`src/rtl/jk_cmd_seq_if.sv`:
```
// rtl/jk_cmd_seq_if.sv - command and JK flop-bank bus between a command source and jk_cmd_seq.
interface jk_cmd_seq_if #(
  parameter int WIDTH = 4,
  parameter int CNT_W = 8
);
  logic             cmd_valid;
  logic             cmd_ready;
  logic [1:0]       cmd_op;
  logic [WIDTH-1:0] cmd_mask;
  logic [CNT_W-1:0] cmd_rpt;
  logic [WIDTH-1:0] j;
  logic [WIDTH-1:0] k;
  logic [WIDTH-1:0] q;
  logic             busy;
  logic             done;
  logic             err;

  modport slave (
    input  cmd_valid, cmd_op, cmd_mask, cmd_rpt, q,
    output cmd_ready, j, k, busy, done, err
  );

  modport master (
    output cmd_valid, cmd_op, cmd_mask, cmd_rpt, q,
    input  cmd_ready, j, k, busy, done, err
  );
endinterface

```
`src/rtl/jk_cmd_seq.sv`:
```
// rtl/jk_cmd_seq.sv - JK flop-bank command sequencer; JK_CMD_SEQ_CHECK_EN adds per-pulse q verify and err.
module jk_cmd_seq #(
  parameter int WIDTH = 4,
  parameter int CNT_W = 8
) (
  input  logic         clk,
  input  logic         rst,
  jk_cmd_seq_if.slave  bus
);

  localparam logic [1:0] S_IDLE  = 2'd0;
  localparam logic [1:0] S_DRIVE = 2'd1;
`ifdef JK_CMD_SEQ_CHECK_EN
  localparam logic [1:0] S_CHECK = 2'd2;
`endif
  localparam logic [CNT_W-1:0] RPT_ONE = CNT_W'(1);

  logic [1:0]       state_q, state_d;
  logic [1:0]       op_q, op_d;
  logic [WIDTH-1:0] mask_q, mask_d;
  logic [CNT_W-1:0] rem_q, rem_d;
  logic [WIDTH-1:0] j_q, j_d;
  logic [WIDTH-1:0] k_q, k_d;
  logic             done_q, done_d;
`ifdef JK_CMD_SEQ_CHECK_EN
  logic [WIDTH-1:0] exp_q, exp_d;
  logic             err_q, err_d;
`else
  logic             unused_q;
  assign unused_q = ^bus.q;
`endif

  // Packed {j, k} for an op: set drives J, reset drives K, toggle drives both.
  function automatic logic [2*WIDTH-1:0] drive_jk(input logic [1:0] op, input logic [WIDTH-1:0] mask);
    drive_jk = {({WIDTH{op[1]}} & mask), ({WIDTH{op[0]}} & mask)};
  endfunction

`ifdef JK_CMD_SEQ_CHECK_EN
  function automatic logic [WIDTH-1:0] exp_of(input logic [1:0] op, input logic [WIDTH-1:0] mask,
                                               input logic [WIDTH-1:0] qv);
    case (op)
      2'b01:   exp_of = qv & ~mask;
      2'b10:   exp_of = qv | mask;
      2'b11:   exp_of = qv ^ mask;
      default: exp_of = qv;
    endcase
  endfunction
`endif

  always_comb begin
    state_d = state_q;
    op_d    = op_q;
    mask_d  = mask_q;
    rem_d   = rem_q;
    j_d     = '0;
    k_d     = '0;
    done_d  = 1'b0;
`ifdef JK_CMD_SEQ_CHECK_EN
    exp_d   = exp_q;
    err_d   = 1'b0;
`endif
    case (state_q)
      S_IDLE: begin
        if (bus.cmd_valid) begin
          op_d       = bus.cmd_op;
          mask_d     = bus.cmd_mask;
          rem_d      = (bus.cmd_rpt == '0) ? RPT_ONE : bus.cmd_rpt;
          {j_d, k_d} = drive_jk(bus.cmd_op, bus.cmd_mask);
          state_d    = S_DRIVE;
        end
      end
`ifdef JK_CMD_SEQ_CHECK_EN
      S_DRIVE: begin
        // q sampled here is still the pre-pulse value; the bank updates on this same edge.
        exp_d   = exp_of(op_q, mask_q, bus.q);
        state_d = S_CHECK;
      end
      S_CHECK: begin
        if (bus.q != exp_q) begin
          err_d   = 1'b1;
          done_d  = 1'b1;
          rem_d   = '0;
          state_d = S_IDLE;
        end else begin
          rem_d = rem_q - RPT_ONE;
          if (rem_q == RPT_ONE) begin
            done_d  = 1'b1;
            state_d = S_IDLE;
          end else begin
            {j_d, k_d} = drive_jk(op_q, mask_q);
            state_d    = S_DRIVE;
          end
        end
      end
`else
      S_DRIVE: begin
        rem_d = rem_q - RPT_ONE;
        if (rem_q == RPT_ONE) begin
          done_d  = 1'b1;
          state_d = S_IDLE;
        end else begin
          {j_d, k_d} = drive_jk(op_q, mask_q);
        end
      end
`endif
      default: state_d = S_IDLE;
    endcase
  end

  always_ff @(posedge clk or negedge rst) begin
    if (!rst) begin
      state_q <= S_IDLE;
      op_q    <= 2'b00;
      mask_q  <= '0;
      rem_q   <= '0;
      j_q     <= '0;
      k_q     <= '0;
      done_q  <= 1'b0;
`ifdef JK_CMD_SEQ_CHECK_EN
      exp_q   <= '0;
      err_q   <= 1'b0;
`endif
    end else begin
      state_q <= state_d;
      op_q    <= op_d;
      mask_q  <= mask_d;
      rem_q   <= rem_d;
      j_q     <= j_d;
      k_q     <= k_d;
      done_q  <= done_d;
`ifdef JK_CMD_SEQ_CHECK_EN
      exp_q   <= exp_d;
      err_q   <= err_d;
`endif
    end
  end

  assign bus.cmd_ready = (state_q == S_IDLE);
  assign bus.busy      = (state_q != S_IDLE);
  assign bus.j         = j_q;
  assign bus.k         = k_q;
  assign bus.done      = done_q;
`ifdef JK_CMD_SEQ_CHECK_EN
  assign bus.err       = err_q;
`else
  assign bus.err       = 1'b0;
`endif

endmodule

```
`src/flat_wrapper.sv`:
```
// flat-port wrapper written by rule: the top's interface ports become plain ports
module jk_cmd_seq_flat 
#(
  parameter int WIDTH = 4,
  parameter int CNT_W = 8
)
  (clk, rst, bus_cmd_valid, bus_cmd_op, bus_cmd_mask, bus_cmd_rpt, bus_q, bus_cmd_ready, bus_j, bus_k, bus_busy, bus_done, bus_err);
  jk_cmd_seq_if #(.WIDTH(WIDTH), .CNT_W(CNT_W)) bus_i ();
  input  logic clk;
  input  logic rst;
  input wire logic [$bits(bus_i.cmd_valid)-1:0] bus_cmd_valid;
  input wire logic [$bits(bus_i.cmd_op)-1:0] bus_cmd_op;
  input wire logic [$bits(bus_i.cmd_mask)-1:0] bus_cmd_mask;
  input wire logic [$bits(bus_i.cmd_rpt)-1:0] bus_cmd_rpt;
  input wire logic [$bits(bus_i.q)-1:0] bus_q;
  output wire logic [$bits(bus_i.cmd_ready)-1:0] bus_cmd_ready;
  output wire logic [$bits(bus_i.j)-1:0] bus_j;
  output wire logic [$bits(bus_i.k)-1:0] bus_k;
  output wire logic [$bits(bus_i.busy)-1:0] bus_busy;
  output wire logic [$bits(bus_i.done)-1:0] bus_done;
  output wire logic [$bits(bus_i.err)-1:0] bus_err;
  assign bus_i.cmd_valid = bus_cmd_valid;
  assign bus_i.cmd_op = bus_cmd_op;
  assign bus_i.cmd_mask = bus_cmd_mask;
  assign bus_i.cmd_rpt = bus_cmd_rpt;
  assign bus_i.q = bus_q;
  assign bus_cmd_ready = bus_i.cmd_ready;
  assign bus_j = bus_i.j;
  assign bus_k = bus_i.k;
  assign bus_busy = bus_i.busy;
  assign bus_done = bus_i.done;
  assign bus_err = bus_i.err;
  jk_cmd_seq #(.WIDTH(WIDTH), .CNT_W(CNT_W)) u_core (.clk(clk), .rst(rst), .bus(bus_i));
endmodule
```
`config.mk`:
```
export PLATFORM = sky130hd
export DESIGN_NAME = jk_cmd_seq_flat
export DESIGN_NICKNAME = d
export VERILOG_FILES = /design/src/rtl/jk_cmd_seq_if.sv /design/src/rtl/jk_cmd_seq.sv /design/src/flat_wrapper.sv
export SDC_FILE = /design/constraint.sdc
export NUM_CORES = 1
export LEC_CHECK = 0
export CAP_MARGIN = 30
export CORE_MARGIN = 2
export CORE_UTILIZATION = 35
export CTS_BUF_LIST = sky130_fd_sc_hd__clkbuf_16
export DETAILED_ROUTE_END_ITERATION = 8
export GPL_ROUTABILITY_DRIVEN = 0
export SYNTH_ARGS = -nofsm -noshare
export SYNTH_HDL_FRONTEND = slang
export SYNTH_SLANG_ARGS = --single-unit
```
`constraint.sdc`:
```
create_clock -name clk -period 1.3 [get_ports clk]
set_input_delay 0.13 -clock clk [delete_from_list [all_inputs] [get_ports clk]]
set_output_delay 0.13 -clock clk [all_outputs]
set_load 0.01 [all_outputs]
```
==> metrics.txt, run 1 <==
run status finished with violations; met2 wire len 1430 µm; final cell count without fillers 206; PD cells 1980 nW/µm²; Post-Syn Area per Cell 10.5 µm²; Area Growth Syn to Fin 54.0%; initial antenna violation count 0; XOR/XNOR share of the synthesized area 1.47%; area share of and/or/nand/nor cells after synthesis 21.8%; TritonCTS clock tree built; cell at the slowest stage of the critical path dfrtp_1; final setup fails 9; vias per cell 4.97; EDFF count, synth 0; critical path peak fanout 4; Root Buffer clkbuf_16; post-synthesis compound-gate area fraction 17.3%; WL met1 1380 µm; Total GRT Usage 16.0%; maximum clock rate 743 MHz; Crit Path Class reg -> reg; mux cell area share after synthesis 0.840%; CP Launch Type flop; cells after synthesis 113; Clk network pwr share 24.0%; number of top-level pins 33; core area 3310 µm²; worst-case reg-to-reg path depth 6; vias in the first global route 1073; sequential power share 37.1%; IO buf count 27; top sig layer met4; routed vias 1023; arrival time at the worst endpoint 1.49 ns; # clock sinks 24; Synth async-reset ratio 100%; clk_skew 0.00196 ns; final core occ 55.4%; power share of the combinational group 38.9%; met3 WL 57 µm; launch instance of the worst register-to-register path u_core.rem_q[1]$_DFFE_PN0P_; Max-Cap Viols 0; fin crit period 1.35 ns; latest clock arrival within the worst-skew pair 0.25 ns; n_diodes 0; prevailing post-synth register cell dfrtp_1; commonest non-fill, non-tap cell in the layout clkdlybuf4s50_1; # rows 21; starting density of the core 36.0%; Switching Fraction 32.0%; largest net degree at the start of global routing 25; final worst-path cycle share 104%; H-tree Lvls 1; Fin Setup TNS -0.284 ns; total congestion overflow 0; Syn. warnings 0; WL/cell 14.1 µm; Iter 0 DRT Violations 36; ANT nets after route 0; Placed Cells 198; Final WS setup -0.0460 ns; Synth cell types 38; unrepaired setup endpoints after global routing true; final count of hold timing violations 0; CP Cell Sequence inv_2 > ha_4 > nor3b_4 > buf_6 > a21oi_4 > a32o_1; Crit. End Element flop; Max clock buf depth 2; Power Total 0.00363 W; CP peak stage delay 0.39 ns; Net Sw Power 0.00116 W; Syn Std Cell Area 1190 µm²; share of cells above drive strength 1 28.7%; die height 62.3 µm; detailed placement HPWL 2040 µm; sequential share of the synthesized area 50.4%; P_int 0.00247 W; WP data required 1.44 ns; worst min path class in -> async; Final nets 184; P_leak 0.803 nW; Clk pin slew, worst setup/hold paths 0.06 ns; RR Endpoint u_core.bus.k[0]$_DFF_PN0_; WHS 0.230 ns; Synth Register Bits 24; Die X 62.3 µm; Pre-antenna DRT Iters 4; Adder-Cell Fraction of Synth Area 2.10%; violated checks setup timing; number of CTS-inserted buffers 3; Peak VDD IR 1100 µV; aggregate routed wire length 2900 µm; first-pass GRT wire length 4930 µm; DRC 0; r2r setup slk -0.05 ns; die area 3890 µm²; Syn Nets 136; max-slew violation count 0; highest-count cells in the layout ignoring fill and taps clkdlybuf4s50_1, nand2_1, dfrtp_1; largest family of logic cells by synthesized area simple AND/OR/NAND/NOR gates
==> synth_stat cells, drive strengths merged, types with 2 or more instances <==
master	count	area share, %
a211oi	3	1.9
a21oi	7	3.6
a32o	8	6.7
and4	3	2.2
buf	4	2.9
clkbuf	3	1.2
dfrtp	24	50
ha	2	2.1
inv	4	1.3
nand2	21	6.6
nand2b	2	1.1
nor2	4	1.3
nor2b	2	1.3
nor3	5	2.9
nor4	2	2.3
o21ai	2	0.84
o22ai	3	1.6
==> area by class of cell <==
| class | count | area [µm²] |
|---|---|---|
| timing repair buffer | 50 | 462 |
| fill | 311 | 1480 |
| tap | 46 | 57.6 |
| clock inverter | 1 | 30.0 |
| clock buffer | 3 | 75.1 |
| multi-input combinational | 77 | 587 |
| inverter | 5 | 18.8 |
| sequential | 24 | 604 |
==> layer usage <==
layer,GRT usage [%],vias up
met1,20.4,505
met2,27.2,14
met5,0,-
met4,7.50,0
li1,-,502
met3,1.63,2
==> worst max path at each step <==
stage | from | cells past startpoint | to | slack, ns
after floorplan | u_core.rem_q[0]$_DFFE_PN0P_ | 5 | u_core.rem_q[4]$_DFFE_PN0P_ | 0.01
after global placement | bus_cmd_valid | 5 | u_core.rem_q[7]$_DFFE_PN0P_ | -0.09
after detailed placement | u_core.rem_q[0]$_DFFE_PN0P_ | 5 | u_core.rem_q[6]$_DFFE_PN0P_ | -0.09
after CTS | u_core.rem_q[0]$_DFFE_PN0P_ | 5 | u_core.rem_q[4]$_DFFE_PN0P_ | -0.07
after global routing | u_core.rem_q[1]$_DFFE_PN0P_ | 6 | u_core.bus.k[1]$_DFF_PN0_ | -0.11
final | u_core.rem_q[1]$_DFFE_PN0P_ | 6 | u_core.bus.k[0]$_DFF_PN0_ | -0.05
==> power groups by stage <==
| stage | Clock [W] | Sequential, W | Combinational [W] |
|---|---|---|---|
| 6_report | 0.000873 | 0.00135 | 0.00141 |
| 5_1_grt | 0.000910 | 0.00139 | 0.00155 |
| 4_1_cts | 0.000886 | 0.00131 | 0.00132 |
| 3_5_place_dp | 0 | 0.00131 | 0.00122 |
| 3_3_place_gp | 0 | 0.00129 | 0.00120 |
| 2_1_floorplan | 0 | 0.00132 | 0.000567 |
==> cells by family (layout without fill, tap and decap cells) <==
| family | Yosys count | in the layout |
|---|---|---|
| AND/OR/NAND/NOR | 44 | 44 |
| flip-flops | 24 | 24 |
| buffers and inverters | 12 | 59 |
| XOR/XNOR | 2 | 2 |
| other | 1 | 1 |
| adder cells (fa/ha/maj) | 2 | 2 |
| multiplexers | 1 | 1 |
| AO/OA/AOI/OAI | 27 | 27 |
==> worst max-delay path: cells and delay by family (launching register included) <==
family / cells / cell delay (ns)
AOI/OAI and AO/OA: 2 / 0.29
adders and majority gates: 1 / 0.13
buffers and inverters: 2 / 0.25
and+or+nand+nor: 1 / 0.17
DFF: 1 / 0.39
==> metrics by stage <==
stage | worst slack, ns | area, µm²
finish | -0.0460 | 1830
global route | -0.107 | 1830
CTS | -0.0719 | 1780
detailed placement | -0.0932 | 1630
global placement | -0.0910 | 1630
floorplan | 0.00963 | 1190
==> what timing repair did <==
action,CTS,global route
pin swaps,5,6
resized for setup,11,11
buffers inserted,3,1
setup endpoints to repair,13,15
hold buffers,0,0
==> flip-flops by register name, indices dropped and copies added, names as in the netlist <==
register,cells
u_core.rem_q,8
u_core.bus.j,4
u_core.bus.k,4
u_core.mask_q,4
u_core.op_q,2
u_core.bus.done,1
u_core.state_q,1
Power figures use the tool's default switching activity.
==> inputs of run 2 (changes only) <==
- CORE_MARGIN: 2 -> 1
==> metrics.txt, run 2 (synthesized netlist as in run 1, its figures left out) <==
# clock sinks 24 (unchanged); Crit Path Class reg -> reg; critical path peak fanout 4 (unchanged); routed vias 1037 (+1.4%); total congestion overflow 0 (unchanged); commonest non-fill, non-tap cell in the layout clkdlybuf4s50_1; pre-CTS WS -0.104 ns (-0.0113 ns); die area 3640 µm² (-6.3%); Iter 0 DRT Violations 36 (unchanged); vias per cell 5.13 (+3.4%); final count of hold timing violations 0 (unchanged); IO buf count 27 (unchanged); Peak VDD IR 818 µV (-25%); Crit. End Element flop; detailed placement HPWL 2080 µm (+1.7%); CP Cell Sequence inv_2 > ha_4 > nor3b_2 > buf_4 > a21oi_4 > a32o_1; max FFs per register 8 (unchanged); aggregate routed wire length 2910 µm (+0.52%); unrepaired setup endpoints after global routing true; PD cells 1980 nW/µm² (about the same); Max-Cap Viols 0 (unchanged); arrival time at the worst endpoint 1.50 ns (about the same); number of top-level pins 33 (unchanged); clk_skew 0.00166 ns (-0.000306 ns); Final WS setup -0.0611 ns (-0.0151 ns); starting density of the core 38.1% (+2.1 points); max-slew violation count 0 (unchanged); latest clock arrival within the worst-skew pair 0.25 ns (about the same); Root Buffer clkbuf_16; number of CTS-inserted buffers 3 (unchanged); WP data required 1.44 ns (about the same); DRC 0 (unchanged); # rows 20 (-4.8%); largest net degree at the start of global routing 25 (unchanged); ANT nets after route 0 (unchanged); post-route cell area 1800 µm² (-2.0%); n_diodes 0 (unchanged); final setup fails 10 (+1); Clk pin slew, worst setup/hold paths 0.06 ns (about the same); most used routing layer met2; Total GRT Usage 17.7% (+1.7 points); CP peak stage delay 0.39 ns (about the same); GR Util met2 30.9% (+3.8 points); Die X 60.3 µm (-3.2%); Pre-antenna DRT Iters 4 (unchanged); Post-DP Area 1600 µm² (-1.4%); fin crit period 1.36 ns (+0.0151 ns); Layout fillers 277 (-11%); final core occ 57.4% (+2.0 points); Final nets 182 (-1.1%); H-tree Lvls 1 (unchanged); cell at the slowest stage of the critical path dfrtp_1; Max clock buf depth 2 (unchanged); P_leak 0.781 nW (-2.7%); WL/cell 14.4 µm (+2.5%); initial antenna violation count 0 (unchanged); worst-case reg-to-reg path depth 6 (unchanged); violated checks setup timing; Area Growth Syn to Fin 50.8%; run status finished with violations; die height 60.3 µm (-3.2%); highest-count cells in the layout ignoring fill and taps clkdlybuf4s50_1, nand2_1, dfrtp_1; worst min path class in -> async; share of cells above drive strength 1 28.5% (-0.27 points); global-route met1 utilization 23.0% (+2.6 points); met3 Use GR 1.92% (+0.29 points); final worst-path cycle share 105% (+1.2 points); TritonCTS clock tree built; Largest Register u_core.rem_q; WHS 0.241 ns (+0.0113 ns); vias in the first global route 1058 (-1.4%); maximum clock rate 735 MHz (-1.1%); CP Launch Type flop; first-pass GRT wire length 4810 µm (-2.4%); Fin Setup TNS -0.524 ns (-0.241 ns); core area 3130 µm² (-5.5%)
-- run 2: per-layer routing --
layer  up-vias  part of all wire, %
li1        498                    -
met1       514                   47
met2        21                   49
met3         4                  3.0
met4         0                 0.65
met5         -                    0
-- run 2: where the power goes --
group	internal (W)	switching, W
Sequential	0.00105	0.000277
Clock	0.000612	0.000264
Combinational	0.000766	0.000596
-- run 2: repair_timing --
action                                  in CTS  in global routing
pin swaps                                    4                  4
endpoints found under the setup margin      13                 15
gates resized for setup                     13                  6
setup buffers                                3                  0
hold buffers                                 0                  0
-- run 2: final cells by class --
type / instances / area, µm² / share of cell area, %
Clock buffer: 3 / 75.1 / 4.18
Clock inverter: 1 / 30.0 / 1.67
Inverter: 5 / 18.8 / 1.04
Multi-Input combinational cell: 77 / 584 / 32.5
Sequential cell: 24 / 604 / 33.6
Tap cell: 44 / 55.1 / 3.06
Timing Repair Buffer: 48 / 429 / 23.9
-- run 2: stage by stage --
step	total power, W	instances
2_1_floorplan	0.00189	113
3_3_place_gp	0.00245	195
3_5_place_dp	0.00249	195
4_1_cts	0.00355	202
5_1_grt	0.00380	202
6_report	0.00356	202
-- run 2: path summary, 6_finish.rpt --
| path | from | end | slack, ns |
|---|---|---|---|
| max | u_core.rem_q[1]$_DFFE_PN0P_ | u_core.bus.j[3]$_DFF_PN0_ | -0.06 |
| min | rst | u_core.rem_q[3]$_DFFE_PN0P_ | 0.24 |
| max reg2reg | u_core.rem_q[1]$_DFFE_PN0P_ | u_core.bus.j[3]$_DFF_PN0_ | -0.06 |
| min reg2reg | u_core.op_q[1]$_DFFE_PN0P_ | u_core.op_q[1]$_DFFE_PN0P_ | 0.48 |
| max in group asynchronous | rst | u_core.state_q[0]$_DFFE_PN0P_ | 0.81 |
| min in group clk | bus_cmd_mask[0] | u_core.mask_q[0]$_DFFE_PN0P_ | 0.47 |
-- run 2: critical path: cells and delay by family, from the launching register on --
family          cells  cell delay, ns
flops               1            0.39
simple gates        1            0.15
buf+inv             2            0.28
compound gates      2            0.28
fa+ha+maj           1            0.14
